## src/rtl/lfsr_stream_gen.sv

```systemverilog
// lfsr_stream_gen: Fibonacci LFSR whose state is streamed out as valid/ready
// bursts, either of a fixed beat count or free-running until a stop request.
module lfsr_stream_gen #(
  parameter int               WIDTH     = 8,
  parameter logic [WIDTH-1:0] TAPS      = 8'hB8,
  parameter logic [WIDTH-1:0] SEED      = 8'h01,
  parameter int               LEN_WIDTH = 16
) (
  input  logic                 clk,
  input  logic                 reset,
  input  logic                 seed_load,
  input  logic [WIDTH-1:0]     seed_in,
  input  logic                 start,
  input  logic [LEN_WIDTH-1:0] burst_len,
  input  logic                 stop,
  output logic [WIDTH-1:0]     m_tdata,
  output logic                 m_tvalid,
  input  logic                 m_tready,
  output logic                 m_tlast,
  output logic                 busy,
  output logic                 done
);

  typedef enum logic {
    IDLE = 1'b0,
    RUN  = 1'b1
  } fsm_t;

  fsm_t                 state_q;
  fsm_t                 state_d;
  logic [WIDTH-1:0]     lfsr_q;
  logic [WIDTH-1:0]     lfsr_shift;
  logic [WIDTH-1:0]     seed_fix;
  logic [LEN_WIDTH-1:0] beat_cnt;
  logic [LEN_WIDTH-1:0] len_q;
  logic [LEN_WIDTH-1:0] cnt_inc;
  logic [LEN_WIDTH-1:0] len_m1;
  logic                 free_run;
  logic                 stop_pending;
  logic                 stop_now;
  logic                 tlast_q;
  logic                 done_q;
  logic                 handshake;

  // The beat on the bus is the LFSR state itself; valid simply means "in RUN".
  assign m_tdata   = lfsr_q;
  assign m_tvalid  = (state_q == RUN);
  assign busy      = (state_q == RUN);
  assign m_tlast   = tlast_q;
  assign done      = done_q;
  assign handshake = m_tvalid & m_tready;

  // Left-shifting Fibonacci step; an all-zero seed would lock up, so swap in SEED.
  assign lfsr_shift = {lfsr_q[WIDTH-2:0], ^(lfsr_q & TAPS)};
  assign seed_fix   = (seed_in == '0) ? SEED : seed_in;

  // cnt_inc is the number of handshakes including the one happening now; the
  // next beat is the last when that equals len-1, so len = 2^LEN_WIDTH-1 never wraps.
  assign cnt_inc  = beat_cnt + 1'b1;
  assign len_m1   = len_q - 1'b1;

  // A stop only matters in free-run while the presented beat is not yet final.
  assign stop_now = free_run & ~tlast_q & stop;

  // State register for the IDLE/RUN controller.
  always_ff @(posedge clk) begin
    if (reset) state_q <= IDLE;
    else       state_q <= state_d;
  end

  // Next-state logic: leave IDLE on start, return once the tlast beat is accepted.
  always_comb begin
    state_d = state_q;
    case (state_q)
      IDLE:    if (start) state_d = RUN;
      RUN:     if (handshake && tlast_q) state_d = IDLE;
      default: state_d = IDLE;
    endcase
  end

  // Datapath: LFSR, beat counter, stop latch, tlast and done pulse; tlast only
  // changes on a handshake so it stays put across any stall.
  always_ff @(posedge clk) begin
    if (reset) begin
      lfsr_q       <= SEED;
      beat_cnt     <= '0;
      len_q        <= '0;
      free_run     <= 1'b0;
      stop_pending <= 1'b0;
      tlast_q      <= 1'b0;
      done_q       <= 1'b0;
    end else begin
      done_q <= 1'b0;
      case (state_q)
        IDLE: begin
          if (seed_load) lfsr_q <= seed_fix;
          if (start) begin
            beat_cnt     <= '0;
            len_q        <= burst_len;
            free_run     <= (burst_len == '0);
            stop_pending <= 1'b0;
            tlast_q      <= (burst_len == {{(LEN_WIDTH-1){1'b0}}, 1'b1});
          end
        end
        RUN: begin
          if (stop_now) stop_pending <= 1'b1;
          if (handshake) begin
            lfsr_q <= lfsr_shift;
            if (tlast_q) begin
              tlast_q      <= 1'b0;
              stop_pending <= 1'b0;
              done_q       <= 1'b1;
            end else begin
              beat_cnt <= cnt_inc;
              if (free_run) tlast_q <= stop_pending | stop_now;
              else          tlast_q <= (cnt_inc == len_m1);
            end
          end
        end
        default: ;
      endcase
    end
  end

endmodule

```

## config.mk

```make
export PLATFORM = sky130hd
export DESIGN_NAME = lfsr_stream_gen
export DESIGN_NICKNAME = d
export VERILOG_FILES = /design/src/rtl/lfsr_stream_gen.sv
export SDC_FILE = /design/constraint.sdc
export NUM_CORES = 1
export LEC_CHECK = 0
export CORE_MARGIN = 1
export CORE_UTILIZATION = 55
export DETAILED_ROUTE_END_ITERATION = 12
export PLACE_DENSITY = 0.91
export SLEW_MARGIN = 5
export SYNTH_ARGS = -nofsm -noshare
export SYNTH_HDL_FRONTEND = slang
export SYNTH_SLANG_ARGS = --single-unit
```

## constraint.sdc

```tcl
create_clock -name clk -period 3.68 [get_ports clk]
set_input_delay 0.552 -clock clk [delete_from_list [all_inputs] [get_ports clk]]
set_output_delay 0.552 -clock clk [all_outputs]
set_load 0.01 [all_outputs]
```

==> impl_results.md, run 1 <==
* Antenna Cells at 0
* Ports at between 40 and 50
* Register share of total power at 46.3%
* CTS-repair resized insts at 0
* TritonCTS buffer count at 5
* Critical path, cell by cell: nand3_1 > nor4_1 > a31o_2 > a211oi_1 > nand4b_1 > o31ai_2
* Initial Util at between 50% and 60%
* Max Freq at approximately 0.41 GHz
* Worst VDD drop at 0.287 mV
* Largest net degree at the start of global routing at 45
* CP Class: reg2reg
* Slew Limit Fails at 0
* GRT overflow at 0
* Sequential-to-total area share from yosys stat at about 33%
* Slew @ Worst Pin at 804 ps
* Final ANT Viol Nets at 0
* Port Buf Inserts at 41
* Crit-path max cell delay at 800 ps
* Comb pwr share at approximately a quarter
* Detailed Route WL at between 7000 and 8000 um
* Avg Cell Area, Syn at just under 8 um2
* Setup Fix Bufs, Post-CTS at 0
* Slowest stage cell, crit path: nor4_1
* Post-Synth XOR/XNOR Area at a little over an eighth
* Vias in the first global route at 2685
* Worst Path Arrival at between 2000 and 3000 ps
* Highest routed metal layer: met4
* Fin. Hold Viols at 0
* Layout cells sized above 1 at 6.23%
* Root buffer cell: clkbuf_8
* Final period utilization at ~67%
* Cell area after synthesis at approximately 2700 um2
* Met1 wire length at approximately 2900 um
* Main combinational cell family by area after synthesis: simple AND/OR/NAND/NOR gates
* Area grow syn2layout at 20.4%
* Post-synthesis adder-cell area fraction at less than 1%
* Power density over the cells at ~360 nW/um2
* P_sw at ~360 uW
* Met3 WL at roughly 430 um
* Final Cell Area at between 3000 and 4000 um2
* Multiplexer share of the synthesized area at under 10%
* Leakage at 1.20 nW
* H-tree depth at 2
* Synth Area in Compound Gates at 18.6%
* Ys async rst share at 0%
* All-layer global routing usage at 29.2%
* Fin crit period at about 2500 ps
* Num rows at 25
* Status: completed
* Die Y at 72.4 um
* Primary FF master, synth: dfxtp_1
* Post-Route Skew at between 7 and 8 ps
* Core Region at around 4800 um2
* Post-Synth Simple-Gate Area at between 20 and 30%
* Clock power share at 28.1%
* Synth area leaders: dfxtp_1 (33%), a21oi_1 (6.6%), xnor2_1 (6.4%), nand2_1 (6.2%), nor2_1 (5.1%)
* Syn_nets at about 380
* DR WL met2 at between 3000 and 4000 um
* Cells after Synth at 349
* Global-route wire length before repair at roughly 12000 um
* Top delay family on crit path: simple AND/OR/NAND/NOR gates
* Flops & latches, synth at 45
* Pre-CTS setup slack at 1050 ps
* Final nets at 416
* Worst skew pair latency at 310 ps
* Netlist cell types at 48
* Initial antenna violation count at 0
* DRC at 0
* Initial DRT Pass Iterations at 4
* Max clock buf depth at 2
* Setup crit end kind: flip-flop
* Die Wd at 72.4 um
* Sw Share at 30.3%
* Vias per std cell at 5.92
* Design Power at roughly 1.2 mW
* Placement-stage cell area at approximately 3200 um2
* Post-synth EDFFs at 0
* DRT iter0 DRCs at around 230
* Buffers and inverters on the worst path at 0
* Internal power at between 800 and 900 uW
* Crit path max fanout at 8
* Detail Placement HPWL at 5240 um
* Yosys top cell by area: dfxtp_1
* Hold_buf cts at 0
* Routed vias at approximately 2700
* Worst path required time at 3910 ps
* RSZ-0062 raised after global routing: false
* Clk sinks at 45
* Hold Crit Class: reg2reg
* Placer Congestion at slightly above 0.9
* WL per Instance at 15.6 um
* Final setup fails at 0
* Worst-path clk slew at approximately 90 ps
* CTS tree: built
* Synth warn at 0
* Die area at about 5200 um2
* Setup TNS at 0 ps
* Non-filler cells in the finished layout at between 400 and 500
* Setup WS post-layout at ~1200 ps
* Setup crit start kind: flip-flop
* Max-slew headroom at approximately 46%
* Number of max-cap violations at 0
* Top cell type's share of synthesized area at roughly 33%
* Placed Cells incl. Taps at about 440
## layout by cell type, fill, tap and decap left out, drive strengths merged, types with 9 or more instances in the layout
cell type,netlist,final
nand2,45,45
xnor2,20,20
a211oi,10,10
inv,11,11
clkdlybuf4s50,0,41
nor3,15,15
o21ai,16,16
dfxtp,45,45
nor2,37,37
nor4,9,9
a21oi,36,36
## flip-flops by register name (all words and copies together), names as in the netlist
register	count
stop_pending	1
beat_cnt	16
free_run	1
busy	1
m_tlast	1
m_tdata	8
done	1
len_q	16
## worst reg2reg max path: cells and delay by family (launching register included)
family	cells	cell delay, ps
compound gates	3	620
flops	1	440
simple gates	3	1330
## synth_stat cells, drive strengths merged (8+ instances only)
master   n
dfxtp   45
nand2   45
nor2    37
a21oi   36
xnor2   20
o21ai   16
clkbuf  15
nor3    15
inv     11
a211oi  10
nor4     9
nand3    8
or4      8
xor2     8
## final timing paths
kind | endpoint | slack, ps | start | cells past startpoint
setup / recovery | m_tlast$_SDFFE_PP0P_ | 1230 | beat_cnt[0]$_SDFFE_PP0P_ | 6
hold / removal | len_q[6]$_SDFFE_PP0P_ | 510 | len_q[6]$_SDFFE_PP0P_ | 2
setup reg to reg | m_tlast$_SDFFE_PP0P_ | 1230 | beat_cnt[0]$_SDFFE_PP0P_ | 6
hold reg to reg | len_q[6]$_SDFFE_PP0P_ | 510 | len_q[6]$_SDFFE_PP0P_ | 2
## cell families (layout without fill, tap and decap cells)
group	Yosys count	count (layout)
AO/OA/AOI/OAI	82	82
XOR/XNOR	33	33
adder cells (fa/ha/maj)	2	2
buffers and inverters	29	65
flip-flops	45	45
multiplexers	7	7
AND/OR/NAND/NOR	151	151
## power groups by stage
stage / registers, mW / logic, mW / clock network, mW
6_report: 0.543 / 0.300 / 0.329
5_1_grt: 0.547 / 0.326 / 0.352
4_1_cts: 0.543 / 0.298 / 0.330
3_5_place_dp: 0.554 / 0.295 / 0
3_3_place_gp: 0.552 / 0.285 / 0
2_1_floorplan: 0.547 / 0.197 / 0
## final cells by class
cell class	count	area [um2]
clock inverter	2	13.8
tap	67	83.8
sequential	45	901
inverter	11	41.3
clock buffer	6	82.6
timing repair buffer	46	448
fill	400	1470
multi-input combinational	275	1710
## layer usage
layer,global-route usage (%),vias up
met4,10.5,0
met3,5.42,11
met1,34.0,1270
met5,0,-
li1,-,1309
met2,53.3,87
## stage by stage
stage / utilization [%] / hold WS, ps
floorplan: - / 456
global placement: 67.0 / 476
detailed placement: 67.0 / 494
CTS: 69.0 / 508
global route: 69.0 / 526
finish: 69.0 / 508
Power figures use the tool's default switching activity.
==> inputs of run 2 (changes only) <==
--- a/config.mk
+++ b/config.mk
@@ -6,9 +6,9 @@
 export NUM_CORES = 1
 export LEC_CHECK = 0
 export CORE_MARGIN = 1
-export CORE_UTILIZATION = 55
+export CORE_UTILIZATION = 54
 export DETAILED_ROUTE_END_ITERATION = 12
-export PLACE_DENSITY = 0.91
+export PLACE_DENSITY = 0.9
 export SLEW_MARGIN = 5
 export SYNTH_ARGS = -nofsm -noshare
 export SYNTH_HDL_FRONTEND = slang
==> constraint.sdc (replaced) <==
create_clock -name clk -period 2.6 [get_ports clk]
set_input_delay 0.39 -clock clk [delete_from_list [all_inputs] [get_ports clk]]
set_output_delay 0.39 -clock clk [all_outputs]
set_load 0.01 [all_outputs]
==> run 2 against run 1 <==
  * Core utilization hardly changed
  * Non-clock buffer count is 4 higher
  * Combinational power is 44% higher
  * Highest routed layer unchanged
==> impl_results.md, run 2 (synthesis results as in run 1) <==
* WL per Instance at 14.8 um (-5.5%)
* Vias in the first global route at 2556 (-4.8%)
* Initial DRT Pass Iterations at 4 (unchanged)
* Final period utilization at 93.2% (+27 points)
* Fin. Hold Viols at 0 (unchanged)
* CP Class: reg2reg
* Clk sinks at 45 (unchanged)
* Register area at 901 um2 (unchanged)
* Worst VDD drop at 0.363 mV (+26%)
* Worst path required time at 2810 ps (-1100 ps)
* Port Buf Inserts at 41 (unchanged)
* Worst Reg-to-Reg Cells at 6 (unchanged)
* Leakage at 1.22 nW (+1.1%)
* Multi-input gate area at 1710 um2 (unchanged)
* DRC at 0 (unchanged)
* Die Wd at 73.0 um (+0.89%)
* Die Y at 73.0 um (+0.89%)
* Slew @ Worst Pin at 659 ps (-145 ps)
* Die area at 5330 um2 (+1.8%)
* Slew Limit Fails at 0 (unchanged)
* H-tree depth at 2 (unchanged)
* All-layer global routing usage at 27.5% (-1.7 points)
* Max Freq at 0.412 GHz (+1.2%)
* Setup TNS at 0 ps (unchanged)
* Area grow syn2layout at 21.2%
* Final nets at 420 (+0.96%)
* CTS-repair resized insts at 0 (unchanged)
* Design Power at 1.62 mW (+38%)
* Max clock buf depth at 2 (unchanged)
* Routed vias at 2636 (-1.5%)
* Status: completed
* Most frequent cells in the layout: nand2_1 (45), dfxtp_1 (45), clkdlybuf4s50_1 (41)
* TritonCTS buffer count at 5 (unchanged)
* Placer Congestion at 0.881 (-5.2%)
* Final ANT Viol Nets at 0 (unchanged)
* Post-Route Skew at 2.45 ps (-5.26 ps)
* Core Region at 4790 um2 (+0.66%)
* RSZ-0062 raised after global routing: false
* Detailed Route WL at 6720 um (-4.9%)
* Fin crit period at 2420 ps (-29.6 ps)
* Ports at 42 (unchanged)
* Hold Path Depth at 2 (unchanged)
* Detail Placement HPWL at 5010 um (-4.4%)
* Hold Crit Class: reg2reg
* Hold Slack at 501 ps (-7.05 ps)
* Global-route wire length before repair at 11300 um (-5.9%)
* Initial antenna violation count at 0 (unchanged)
* Layout cells sized above 1 at 6.70% (+0.47 points)
* Final setup fails at 0 (unchanged)
* Setup Fix Bufs, Post-CTS at 0 (unchanged)
* Max-slew headroom at 55.9% (+10 points)
* Number of max-cap violations at 0 (unchanged)
* CTS tree: built
* Worst-path clk slew at 70 ps (-20 ps)
* DRT iter0 DRCs at 139 (-38%)
* Hold_buf cts at 0 (unchanged)
* GRT overflow at 0 (unchanged)
* Worst Path Arrival at 2640 ps (-40 ps)
* Antenna Cells at 0 (unchanged)
* Fillers at 387 (-3.3%)
* Largest net degree at the start of global routing at 45 (unchanged)
* Crit path max fanout at 8 (unchanged)
* Initial Util at 56.9% (-0.37 points)
* Setup crit start kind: flip-flop
* Power density over the cells at 491 nW/um2 (+37%)
* Root buffer cell: clkbuf_8
* Num rows at 25 (unchanged)
* Worst skew pair latency at 290 ps (-20 ps)
* Vias per std cell at 5.79 (-2.2%)
* Setup crit end kind: flip-flop
-- run 2: cell count changes in the layout (fill, tap and decap cells not counted), sizes merged --
cell    previous run  this run
clkbuf             6         7
buf                5         9
clkinv             2         0
-- run 2: worst paths after layout --
kind                    startpoint               endpoint  slack [ps]
min reg2reg  len_q[5]$_SDFFE_PP0P_  len_q[5]$_SDFFE_PP0P_         500
min          len_q[5]$_SDFFE_PP0P_  len_q[5]$_SDFFE_PP0P_         500
max          len_q[2]$_SDFFE_PP0P_   m_tlast$_SDFFE_PP0P_         180
max reg2reg  len_q[2]$_SDFFE_PP0P_   m_tlast$_SDFFE_PP0P_         180
-- run 2: layout make-up --
cell class | instances | area share (%)
multi-input cells | 275 | 51.8
flip-flops and latches | 45 | 27.3
clock buffers | 7 | 2.62
inverters | 11 | 1.25
repair buffers | 50 | 14.5
well taps | 67 | 2.54
-- run 2: where the power goes --
part	internal, mW	switching (mW)
registers	0.722	0.0403
clock network	0.211	0.215
logic	0.221	0.212
total	1.15	0.468
-- run 2: through the flow --
| step | utilization (%) | area [um2] | cells | setup WS, ps |
|---|---|---|---|---|
| finish | 69.0 | 3300 | 455 | 176 |
| global route | 69.0 | 3300 | 455 | 99.1 |
| CTS | 69.0 | 3300 | 455 | 210 |
| detailed placement | 67.2 | 3210 | 448 | 217 |
| global placement | 67.2 | 3210 | 448 | 293 |
| floorplan | - | 2720 | 349 | 416 |
-- run 2: layer usage --
| metal | track usage (%) | vias up | wire, um |
|---|---|---|---|
| met5 | 0 | - | 0 |
| met4 | 10.5 | 0 | 99 |
| met3 | 5.94 | 9 | 310 |
| met2 | 49.9 | 67 | 3390 |
| met1 | 31.3 | 1243 | 2930 |
| li1 | - | 1317 | - |
-- run 2: worst max-delay path, stage by stage, from the launching register on --
cell	delay [ps]
dfxtp_1	370
or4_1	670
or2_2	400
nor4_1	290
xnor2_1	180
nand4b_1	200
o31ai_2	240
